**config.mk**
```make
export PLATFORM = sky130hd
export DESIGN_NAME = mux_rr_arbiter
export DESIGN_NICKNAME = d
export VERILOG_FILES = /design/src/rtl/mux_rr_arbiter.sv
export SDC_FILE = /design/constraint.sdc
export NUM_CORES = 1
export LEC_CHECK = 0
export BUFFER_PORTS_ARGS = -buffer_cell sky130_fd_sc_hd__buf_2
export CAP_MARGIN = 5
export CELL_PAD_IN_SITES_DETAIL_PLACEMENT = 0
export CELL_PAD_IN_SITES_GLOBAL_PLACEMENT = 1
export CORE_MARGIN = 2
export CORE_UTILIZATION = 41
export DETAILED_ROUTE_END_ITERATION = 6
export PLACE_DENSITY_LB_ADDON = 0.1
export SLEW_MARGIN = 25
export SYNTH_ARGS = -nofsm -noshare
export SYNTH_HDL_FRONTEND = slang
export SYNTH_SLANG_ARGS = --single-unit
```
**constraint.sdc**
```tcl
create_clock -name clk -period 2.34 [get_ports clk]
set_input_delay 0.234 -clock clk [delete_from_list [all_inputs] [get_ports clk]]
set_output_delay 0.234 -clock clk [all_outputs]
set_load 0.05 [all_outputs]
```
**src/rtl/mux_rr_arbiter.sv**
```systemverilog
// -----------------------------------------------------------------------------
// mux_rr_arbiter
//
// Purpose:
//   Round-robin arbiter that shares one 4:1 single-bit multiplexer between
//   four requesters. A one-hot grant and the mux select lines are registered.
//   The selected data bit is presented downstream together with a valid flag.
//   Each tenure is bounded by MAX_BEATS cycles so no requester can starve the
//   others. Every release is followed by exactly one idle cycle.
//
// Optional feature (macro MUX_RR_ARBITER_LOCK_EN):
//   Adds a 'lock' input. While granted with lock high, the beat limit is
//   suppressed and the beat count saturates at MAX_BEATS.
//
// Parameters:
//   MAX_BEATS  maximum consecutive beats per grant (1..255)
//   CNT_W      beat counter width, 2^CNT_W > MAX_BEATS
//
// Ports:
//   clk                 system clock, rising edge
//   reset               asynchronous, active-high reset
//   req[3:0]            per-requester request lines
//   in0..in3            requester data bits (mux data inputs)
//   lock                (MUX_RR_ARBITER_LOCK_EN only) suppresses beat limit
//   gnt[3:0]            registered one-hot grant
//   address1/address0   registered mux select = granted index
//   out                 mux output selected by the registered address
//   out_valid           grant active and granted request high
//   busy                arbiter is in the GRANT state
// -----------------------------------------------------------------------------
module mux_rr_arbiter #(
   parameter int MAX_BEATS = 4,
   parameter int CNT_W     = 8
) (
   input  logic       clk,
   input  logic       reset,
   input  logic [3:0] req,
   input  logic       in0,
   input  logic       in1,
   input  logic       in2,
   input  logic       in3,
`ifdef MUX_RR_ARBITER_LOCK_EN
   input  logic       lock,
`endif
   output logic [3:0] gnt,
   output logic       address0,
   output logic       address1,
   output logic       out,
   output logic       out_valid,
   output logic       busy
);

   typedef enum logic [0:0] {
      ST_IDLE  = 1'b0,
      ST_GRANT = 1'b1
   } state_t;

   localparam logic [CNT_W-1:0] MAX_CNT = CNT_W'(MAX_BEATS);
   localparam logic [CNT_W-1:0] ONE_CNT = CNT_W'(1);

   state_t           state_r;
   state_t           state_s;
   logic [1:0]       ptr_r;
   logic [1:0]       ptr_s;
   logic [1:0]       idx_r;
   logic [1:0]       idx_s;
   logic [3:0]       gnt_r;
   logic [3:0]       gnt_s;
   logic [CNT_W-1:0] cnt_r;
   logic [CNT_W-1:0] cnt_s;
   logic             at_limit_s;
   logic             release_s;
   logic             lock_s;

   // First set request bit scanning ptr, ptr+1, ptr+2, ptr+3 (mod 4).
   function automatic logic [1:0] rr_pick(input logic [3:0] r, input logic [1:0] p);
      logic [1:0] j;
      logic [1:0] sel;
      logic       found;
      sel   = p;
      found = 1'b0;
      for (int k = 0; k < 4; k++) begin
         j = p + 2'(k);
         if (!found && r[j]) begin
            sel   = j;
            found = 1'b1;
         end else begin
            sel   = sel;
         end
      end
      return sel;
   endfunction

   function automatic logic [3:0] to_onehot(input logic [1:0] i);
      return 4'b0001 << i;
   endfunction

`ifdef MUX_RR_ARBITER_LOCK_EN
   assign lock_s = lock;
`else
   assign lock_s = 1'b0;
`endif

   // Next-state logic: arbitration in IDLE, tenure tracking and release in GRANT.
   always_comb begin
      state_s    = state_r;
      ptr_s      = ptr_r;
      idx_s      = idx_r;
      gnt_s      = gnt_r;
      cnt_s      = cnt_r;
      at_limit_s = (cnt_r == MAX_CNT);
      release_s  = 1'b0;
      case (state_r)
         ST_IDLE: begin
            if (req != 4'b0000) begin
               idx_s   = rr_pick(req, ptr_r);
               gnt_s   = to_onehot(idx_s);
               cnt_s   = ONE_CNT;
               state_s = ST_GRANT;
            end else begin
               // Select lines hold so the mux does not toggle while idle.
               gnt_s   = 4'b0000;
            end
         end
         ST_GRANT: begin
            // A limit hit and a request drop in the same cycle are one release.
            release_s = !req[idx_r] || (at_limit_s && !lock_s);
            if (release_s) begin
               gnt_s   = 4'b0000;
               ptr_s   = idx_r + 2'd1;
               cnt_s   = {CNT_W{1'b0}};
               state_s = ST_IDLE;
            end else if (!at_limit_s) begin
               cnt_s   = cnt_r + ONE_CNT;
            end else begin
               // Locked past the limit: count saturates.
               cnt_s   = cnt_r;
            end
         end
         default: begin
            state_s = ST_IDLE;
            gnt_s   = 4'b0000;
            cnt_s   = {CNT_W{1'b0}};
         end
      endcase
   end

   // State, pointer, select and grant registers with asynchronous reset.
   always_ff @(posedge clk or posedge reset) begin
      if (reset) begin
         state_r <= ST_IDLE;
         ptr_r   <= 2'd0;
         idx_r   <= 2'd0;
         gnt_r   <= 4'b0000;
         cnt_r   <= {CNT_W{1'b0}};
      end else begin
         state_r <= state_s;
         ptr_r   <= ptr_s;
         idx_r   <= idx_s;
         gnt_r   <= gnt_s;
         cnt_r   <= cnt_s;
      end
   end

   // Shared 4:1 mux driven by the registered select.
   always_comb begin
      out = in0;
      case (idx_r)
         2'd0:    out = in0;
         2'd1:    out = in1;
         2'd2:    out = in2;
         2'd3:    out = in3;
         default: out = in0;
      endcase
   end

   assign gnt       = gnt_r;
   assign address1  = idx_r[1];
   assign address0  = idx_r[0];
   assign busy      = (state_r == ST_GRANT);
   assign out_valid = (state_r == ST_GRANT) && req[idx_r];

endmodule
```
Word level (Yosys, flattened, before mapping)
Index checks and enable logic that the tools add are counted.

$add $sub $neg: 5. Magnitude comparators: 5. Equality and inequality tests: 7. Shift-type cells: 1. Muxes and demuxes: 35. Bitwise logic cells: 1. Reduce and logical (&&, ||, !) cells: 14.

Operator list (count): 8-bit two-way mux (3); 1-bit two-way mux (16); 8-bit case mux with 2 select lines (1); 2-bit by 3-bit < comparator with 1-bit output (second input constant) (5); 1-bit binary-select mux with 2-bit select (5); 2-bit two-way mux (5); 8-bit by 1-bit adder with 8-bit output (second input constant) (1); 8-bit by 3-bit equality test with 1-bit output (second input constant) (1); 4-bit two-way mux (2); 4-bit case mux with 2 select lines (1); 2-bit AND reduction (3); 2-bit by 1-bit adder with 2-bit output (second input constant) (2); 2-bit adder (second input constant) (2); 2-bit equality test (second input constant) (2); 1-bit logical AND (4); 1-bit zero test (4); 1-bit case mux with 4 select lines (1); 4-bit nonzero test (1); 1-bit by 2-bit << shifter with 4-bit output (first input constant) (1); 3-bit by 2-bit inequality test with 1-bit output (second input constant) (1); 2-bit by 1-bit equality test with 1-bit output (second input constant) (1); 2-bit zero test (1); 2-bit by 1-bit inequality test with 1-bit output (second input constant) (1); 2-bit inequality test (second input constant) (1); 3 further kinds (3).

Flip-flop bits (word level): 17. Input bits: 10. Output and inout port bits: 9. Logic and storage cells: 73.

Logic depth before layout (Yosys ltp)
Gate-level depths: netlist of the first run.

Word-level depth: 23. Depth in mapped cells: 7. Depth with buffers taken out: 6.

Least setup slack after synthesis of the first run
OpenSTA, ideal clock, no wires.

Kind: register -> output. From: register idx_r[0]. To: output out. Arrival time: 1.869 ns. Required time: 2.106 ns. Path slack: 0.237 ns. Cell stages (with the launch flop): 4. Cells stage by stage: dfrtp_1 inv_1 ha_1 mux2i_1.

Longest elaborated chain between the ends: 2. Elaborated cells between the ends (all ways): 5.

Ends and longest elaborated chain: start, declared (RTL line 65) `logic [1:0] idx_r;`; start signal, assigned (RTL line 159) `idx_r <= idx_s;`; 2-bit equality test, or another cell as far along (RTL line 168) `case (idx_r)`; 1-bit case mux with 4 select lines * (RTL line 168); end, declared (RTL line 48) `output logic out,`.

Mark *: on every way between the ends. The rest lies on a longest branch, timed or not.

Final worst setup path of the first run
From: register idx_r[0]. To: output out_valid.

Longest elaborated chain between the ends: 3.

Ends and longest elaborated chain: 1-bit binary-select mux with 2-bit select (RTL line 181) `assign out_valid = (state_r == ST_GRANT) && req[idx_r];`; 1-bit two-way mux (implied by the code) (RTL line 181); 1-bit logical AND (RTL line 181); end, declared (RTL line 49) `output logic out_valid,`.

No other way between the ends. The select of a mux whose other input is x is not followed.

==> results of run 1 <==
## flip-flops by register name, summed over array words and instances (netlist names)
| name | flops |
|---|---|
| busy | 1 |
| cnt_r | 8 |
| gnt | 4 |
| idx_r | 2 |
| ptr_r | 2 |
## power groups by stage
stage / clock [W] / combinational (W) / sequential, W
final: 0.000158 / 0.000817 / 0.000512
after global routing: 0.000177 / 0.000891 / 0.000531
after floorplan: 0 / 0.000461 / 0.000686
after CTS: 0.000166 / 0.000827 / 0.000513
after detailed placement: 0 / 0.000823 / 0.000519
after global placement: 0 / 0.000821 / 0.000514
## cell usage in the layout (no fill, tap or decap), types with 3 or more instances in the layout
cell	instances
sky130_fd_sc_hd__nor2b_1	5
sky130_fd_sc_hd__clkbuf_4	3
sky130_fd_sc_hd__nand3_1	6
sky130_fd_sc_hd__ha_1	6
sky130_fd_sc_hd__inv_1	9
sky130_fd_sc_hd__a22o_1	3
sky130_fd_sc_hd__o21ai_0	11
sky130_fd_sc_hd__mux2i_1	3
sky130_fd_sc_hd__nand2_1	11
sky130_fd_sc_hd__buf_2	18
sky130_fd_sc_hd__a21oi_1	4
sky130_fd_sc_hd__dfrtp_1	17
## critical path: cells and delay by family (launching register included)
family,cells,cell delay (ns)
flops,1,0.48
simple gates,1,0.11
mux,1,0.62
buf+inv,2,0.24
## layout make-up
cell class | instances | area (µm²)
tap | 30 | 37.54
clock buffer | 4 | 26.28
fill | 224 | 1244
multi-input combinational | 78 | 553.0
sequential | 17 | 425.4
timing repair buffer | 18 | 90.09
inverter | 9 | 33.78
## per-layer routing
metal / vias up / global-route usage, % / share of wire [%]
li1: 431 / - / -
met1: 429 / 23.78 / 44
met2: 17 / 28.86 / 52
met3: 4 / 2.778 / 2.8
met4: 0 / 7.692 / 1.4
met5: - / 0 / 0
## path summary, 6_finish.rpt
path,start,endpoint,depth (start not counted)
min reg2reg,gnt[3],gnt[3],2
min in group clk,req[2],busy,3
min,reset,gnt[2],2
max reg2reg,idx_r[0],cnt_r[5],4
max in group asynchronous,reset,cnt_r[2],2
max,idx_r[0],out_valid,4
## cell families after synthesis
family                   Yosys count
AND/OR/NAND/NOR                   35
AO/OA/AOI/OAI                     31
flip-flops                        17
buffers and inverters             11
adder cells (fa/ha/maj)            6
multiplexers                       5
XOR/XNOR                           1
## stage by stage
stage	utilization [%]	cells	instance area, µm²
finish	48.39	156	1166
global route	48.39	156	1166
CTS	48.39	156	1166
detailed placement	47.30	152	1140
global placement	47.30	152	1140
floorplan	-	106	1021
==> run metrics, run 1 <==
CP Data Required Time 2.11 ns; DIE HEIGHT 53.90 µm; final critical-path share of the clock period 84.26%; share of layout cells above drive strength 1 19.05%; static leakage power 0.5620 nW; adder and majority gate portion of the synthesized area 7.353%; number of register bits inferred by synthesis 17; Initial DRT Pass Iterations 4; post-cts repair resize count 0; number of library cell types mapped by synthesis 36; ports placed on the boundary 19; Max-slew headroom 53.48%; clock latency of the later-clocked register in the worst-skew pair 0.28 ns; setup repair after global routing missed its margin no; largest driver fanout on the critical path 6; worst-case setup slack after placement 0.5511 ns; maximum single-stage delay on the critical path 0.62 ns; most frequent cell after synthesis sky130_fd_sc_hd__dfrtp_1; Post-DP HPWL 1699 µm; arrival time at the worst endpoint 1.74 ns; GRT overflow 0; combinational family with the most area after synthesis compound AO/OA/AOI/OAI gates; Internal 0.0007081 W; count of antenna-violating nets left after detailed routing 0; critical path type reg -> out; min cycle time layout 1.972 ns; # nets final 143; post-route worst hold slack 0.02133 ns; global-route wire length before repair 3705 µm; Inserted Diodes 0; number of cell rows 18; Routed Wire Length 2226 µm; final critical-path setup slack 0.3683 ns; Post-Route Setup TNS 0 ns; clock tree from TritonCTS yes; Fmax achieved 507.2 MHz; total of max-cap violations 0; Floorplan Core Area 2410 µm²; per-cell routed wire length 14.27 µm; hold violation count in the final report 0; top_reg_cell synth sky130_fd_sc_hd__dfrtp_1; total count of max-transition violations in the final report 0; clock transition at the registers of the reported paths 0.10 ns; area grow syn2layout 14.22%; number of global-route vias before repair 803; Post-Synthesis Cell Area 1021 µm²; Synthesized Nets 122; Sw Share 52.38%; register share of total power 34.4%; Comb pwr share 55.0%; DRC 0; share of synthesized flip-flops with an asynchronous set or reset 100.0%; total CTS buffers 3; worst reg-to-reg setup slack 0.51 ns; leading cell types by total area after synthesis sky130_fd_sc_hd__dfrtp_1, sky130_fd_sc_hd__ha_1, sky130_fd_sc_hd__o21ai_0; share of Yosys cell area claimed by the top area cell type 41.67%; power density over the cells 1275 nW/µm²; Synth Area in Compound Gates 21.32%; reported net switching power 0.0007789 W; pin count of the biggest net entering global routing 18; total setup violations reported at the end of the flow 0; Clock Power Share 10.6%; warnings from Yosys 0; Worst IR Drop VDD 0.6528 mV; H-Tree Depth 1; Post-synth EDFFs 0; cell type with the highest aggregate area in the netlist sky130_fd_sc_hd__dfrtp_1; number of clock sinks 17; count of buffers from port buffering 18; status finished clean; worst-path cell chain mux4_2 > nand2_1 > inv_1 > buf_2; Die Outline Area 2905 µm²; part of the Yosys area used for sequential elements 41.67%; Worst-Margin Slew 0.6915 ns; total number of vias 881; gr usage total 17.94%; CP max stage cell sky130_fd_sc_hd__mux4_2; startpoint class of the critical path flop; xor-xnor portion of the synthesized cell area 0.8578%; number of hold buffers added after cts 0; starting density of the core 42.37%; clk buf depth 2; post-DR vias/cell 5.647; root buf cell sky130_fd_sc_hd__clkbuf_4; initial antenna violation count 0; Avg Synthesized Cell Area 9.632 µm²; Critical Path Sink Type output pin; most used standard cells in the synthesized netlist sky130_fd_sc_hd__dfrtp_1, sky130_fd_sc_hd__nand2_1, sky130_fd_sc_hd__o21ai_0, sky130_fd_sc_hd__inv_1; width of the die 53.90 µm; Placer Congestion 0.7440; power consumption 0.001487 W; min-delay worst type in -> async; Synth Instances 106; portion of netlist area occupied by mux cells 6.250%; Worst Clk Skew 0.002344 ns; First DRT Iteration DRCs 31; post-CTS setup repair buffer count 0; Simple-Gate Fraction of Synth Area 18.38%
No activity file was read; power rests on OpenSTA's default activity.
==> run 2, diff against run 1 <==
CORE_UTILIZATION = 37   (was 41)
clock period = 1.7 ns   (was 2.34 ns; I/O delays follow)
==> run metrics, run 2 (synthesized netlist as in run 1, its figures left out) <==
maximum single-stage delay on the critical path 0.57 ns (was 0.62 ns); Comb pwr share 60.9% (was 55.0%); CP max stage cell sky130_fd_sc_hd__mux4_2 (unchanged); FILL cells 262 (was 224); DIE HEIGHT 56.53 µm (was 53.90 µm); total setup violations reported at the end of the flow 5 (was 0); kind of cell with the highest combined delay on the critical path multiplexers (unchanged); power consumption 0.002365 W (was 0.001487 W); Clock Power Share 9.4% (was 10.6%); post-DR vias/cell 5.482 (was 5.647); # nets final 154 (was 143); clk buf depth 2 (unchanged); fraction of the core area covered by cells at the end of the flow 49.56% (was 48.39%); most frequent standard cell in the layout excluding fill and tap cells sky130_fd_sc_hd__buf_2 (unchanged); worst-path cell chain mux4_2 > nand2_2 > inv_2 > buf_6 (was mux4_2 > nand2_1 > inv_1 > buf_2); total number of vias 921 (was 881); First DRT Iteration DRCs 26 (was 31); Worst IR Drop VDD 1.051 mV (was 0.6528 mV); share of layout cells above drive strength 1 35.77% (was 19.05%); area grow syn2layout 30.39% (was 14.22%); worst reg-to-reg setup slack -0.05 ns (was 0.51 ns); arrival time at the worst endpoint 1.62 ns (was 1.74 ns); global-route wire length before repair 4050 µm (was 3705 µm); Die Outline Area 3196 µm² (was 2905 µm²); final critical-path share of the clock period 105.1%; per-cell routed wire length 14.45 µm (was 14.27 µm); Worst Clk Skew 0.009024 ns (was 0.002344 ns); count of cells along the worst register-to-register path 5 (was 4); Critical Path Sink Type output pin (unchanged); Worst Hold Endpoint gnt[1]; startpoint class of the critical path flop (unchanged); clock tree from TritonCTS yes (unchanged); source of the worst register-to-register timing path idx_r[0] (unchanged); number of global-route vias before repair 900 (was 803); final standard cell count with taps included and fillers excluded 168 (was 156); power density over the cells 1777 nW/µm² (was 1275 nW/µm²); count of antenna-violating nets left after detailed routing 0 (unchanged); multi-input logic area 613.1 µm² (was 553.0 µm²); number of buffers and inverters on the critical path 2 (unchanged); gr usage total 16.43% (was 17.94%); total CTS buffers 3 (unchanged); static leakage power 0.6108 nW (was 0.5620 nW); register share of total power 29.7% (was 34.4%); count of buffers from port buffering 18 (unchanged); Post-DP HPWL 1782 µm (was 1699 µm); final critical-path setup slack -0.08684 ns (was 0.3683 ns); initial antenna violation count 0 (unchanged); largest driver fanout on the critical path 5 (was 6); H-Tree Depth 1 (unchanged); Routed Wire Length 2428 µm (was 2226 µm); GRT overflow 0 (unchanged); capturing point of the worst reg2reg path ptr_r[1] (was cnt_r[5]); total of max-cap violations 0 (unchanged); Sw Share 50.12% (was 52.38%); Inserted Diodes 0 (unchanged); starting density of the core 38.01% (was 42.37%); Storage cell area 427.9 µm² (was 425.4 µm²); number of flip-flops in the largest register 8 (unchanged); Worst-Margin Slew 0.6531 ns (was 0.6915 ns); clock transition at the registers of the reported paths 0.11 ns (was 0.10 ns); min-delay worst type in -> reg (was in -> async); width of the die 56.53 µm (was 53.90 µm); Post-Route Setup TNS -0.2228 ns (was 0 ns); Placer Congestion 0.7890 (was 0.7440); Max-slew headroom 56.41% (was 53.48%); Fmax achieved 559.6 MHz; register ranked first by flip-flop count cnt_r (unchanged); most used cells in the layout excluding fill and tap cells sky130_fd_sc_hd__buf_2, sky130_fd_sc_hd__dfrtp_1, sky130_fd_sc_hd__nand2_1, sky130_fd_sc_hd__o21ai_0 (was sky130_fd_sc_hd__buf_2, sky130_fd_sc_hd__dfrtp_1, sky130_fd_sc_hd__nand2_1, sky130_fd_sc_hd__o21ai_0, sky130_fd_sc_hd__inv_1); cell count after placement 158 (was 152); violated checks negative setup slack; Min-Delay Path Depth 3; root buf cell sky130_fd_sc_hd__clkbuf_4 (unchanged); beginning of the worst hold path req[3]; pin count of the biggest net entering global routing 18 (unchanged); hold violation count in the final report 0 (unchanged); status finished with violations (was finished clean); reported net switching power 0.001186 W (was 0.0007789 W); ports placed on the boundary 19 (unchanged); total count of max-transition violations in the final report 0 (unchanged); number of clock sinks 17 (unchanged); Initial DRT Pass Iterations 4 (unchanged); min cycle time layout 1.787 ns; number of cell rows 19 (was 18); Floorplan Core Area 2686 µm² (was 2410 µm²); Internal 0.001180 W (was 0.0007081 W); clock latency of the later-clocked register in the worst-skew pair 0.29 ns (was 0.28 ns); critical path type reg -> out (unchanged); CP Data Required Time 1.53 ns (was 2.11 ns); setup repair after global routing missed its margin yes (was no); DRC 0 (unchanged)
-- run 2: changes by cell type in the layout (fill, tap and decap cells not counted), sizes merged --
cell	before	now
buf	18	27
dlygate4sd3	0	1
o211a	1	2
-- run 2: metal layers --
layer,GRT usage [%],wire length [µm],vias to the layer above
li1,-,-,455
met1,21.05,1088,450
met2,28.07,1243,14
met3,2.074,82,2
met4,6.122,13,0
met5,0,0,-
-- run 2: tightest hold or removal path, cell delays in order --
cell and delay, ns:
sky130_fd_sc_hd__buf_2 0.14, sky130_fd_sc_hd__o22a_1 0.18, sky130_fd_sc_hd__o21ai_0 0.08
-- run 2: power by group through the flow --
stage / registers (W) / logic (W) / clock network [W]
floorplan: 0.000953 / 0.000678 / 0
detailed placement: 0.000700 / 0.00121 / 0
global route: 0.000728 / 0.00155 / 0.000245
CTS: 0.000689 / 0.00136 / 0.000234
global placement: 0.000697 / 0.00121 / 0
finish: 0.000702 / 0.00144 / 0.000223
-- run 2: repair_timing --
action	in CTS	in global routing
hold endpoints to repair	17	0
pin swaps	3	1
buffers inserted	3	1
gates resized for setup	12	8
hold buffers	1	0
setup endpoints to repair	2	8
cloned	0	1
-- run 2: final cells by class --
class | count | area share (%)
clock buffer | 4 | 1.974
inverter | 9 | 2.538
multi-input combinational | 79 | 46.05
sequential | 17 | 32.14
tap | 31 | 2.914
timing repair buffer | 28 | 14.38
-- run 2: worst max-delay path by stage --
stage | start | endpoint | slack, ns | cells past startpoint
2_1_floorplan | idx_r[0] | gnt[0] | -0.05 | 4
3_3_place_gp | idx_r[0] | ptr_r[1] | 0.03 | 4
3_5_place_dp | idx_r[0] | gnt[2] | 0.02 | 3
6_report | idx_r[0] | out_valid | -0.09 | 4
5_1_grt | idx_r[0] | out | -0.18 | 4
4_1_cts | idx_r[0] | out | -0.08 | 4
-- run 2: stage by stage --
step | cell area (µm²) | hold slack (ns) | setup WS [ns]
3_3_place_gp | 1196 | 0.3051 | 0.03280
3_5_place_dp | 1196 | 0.3080 | 0.02273
4_1_cts | 1282 | 0.2990 | -0.07667
5_1_grt | 1331 | 0.3398 | -0.1815
2_1_floorplan | 1045 | 0.09593 | -0.05320
6_report | 1331 | 0.3106 | -0.08684
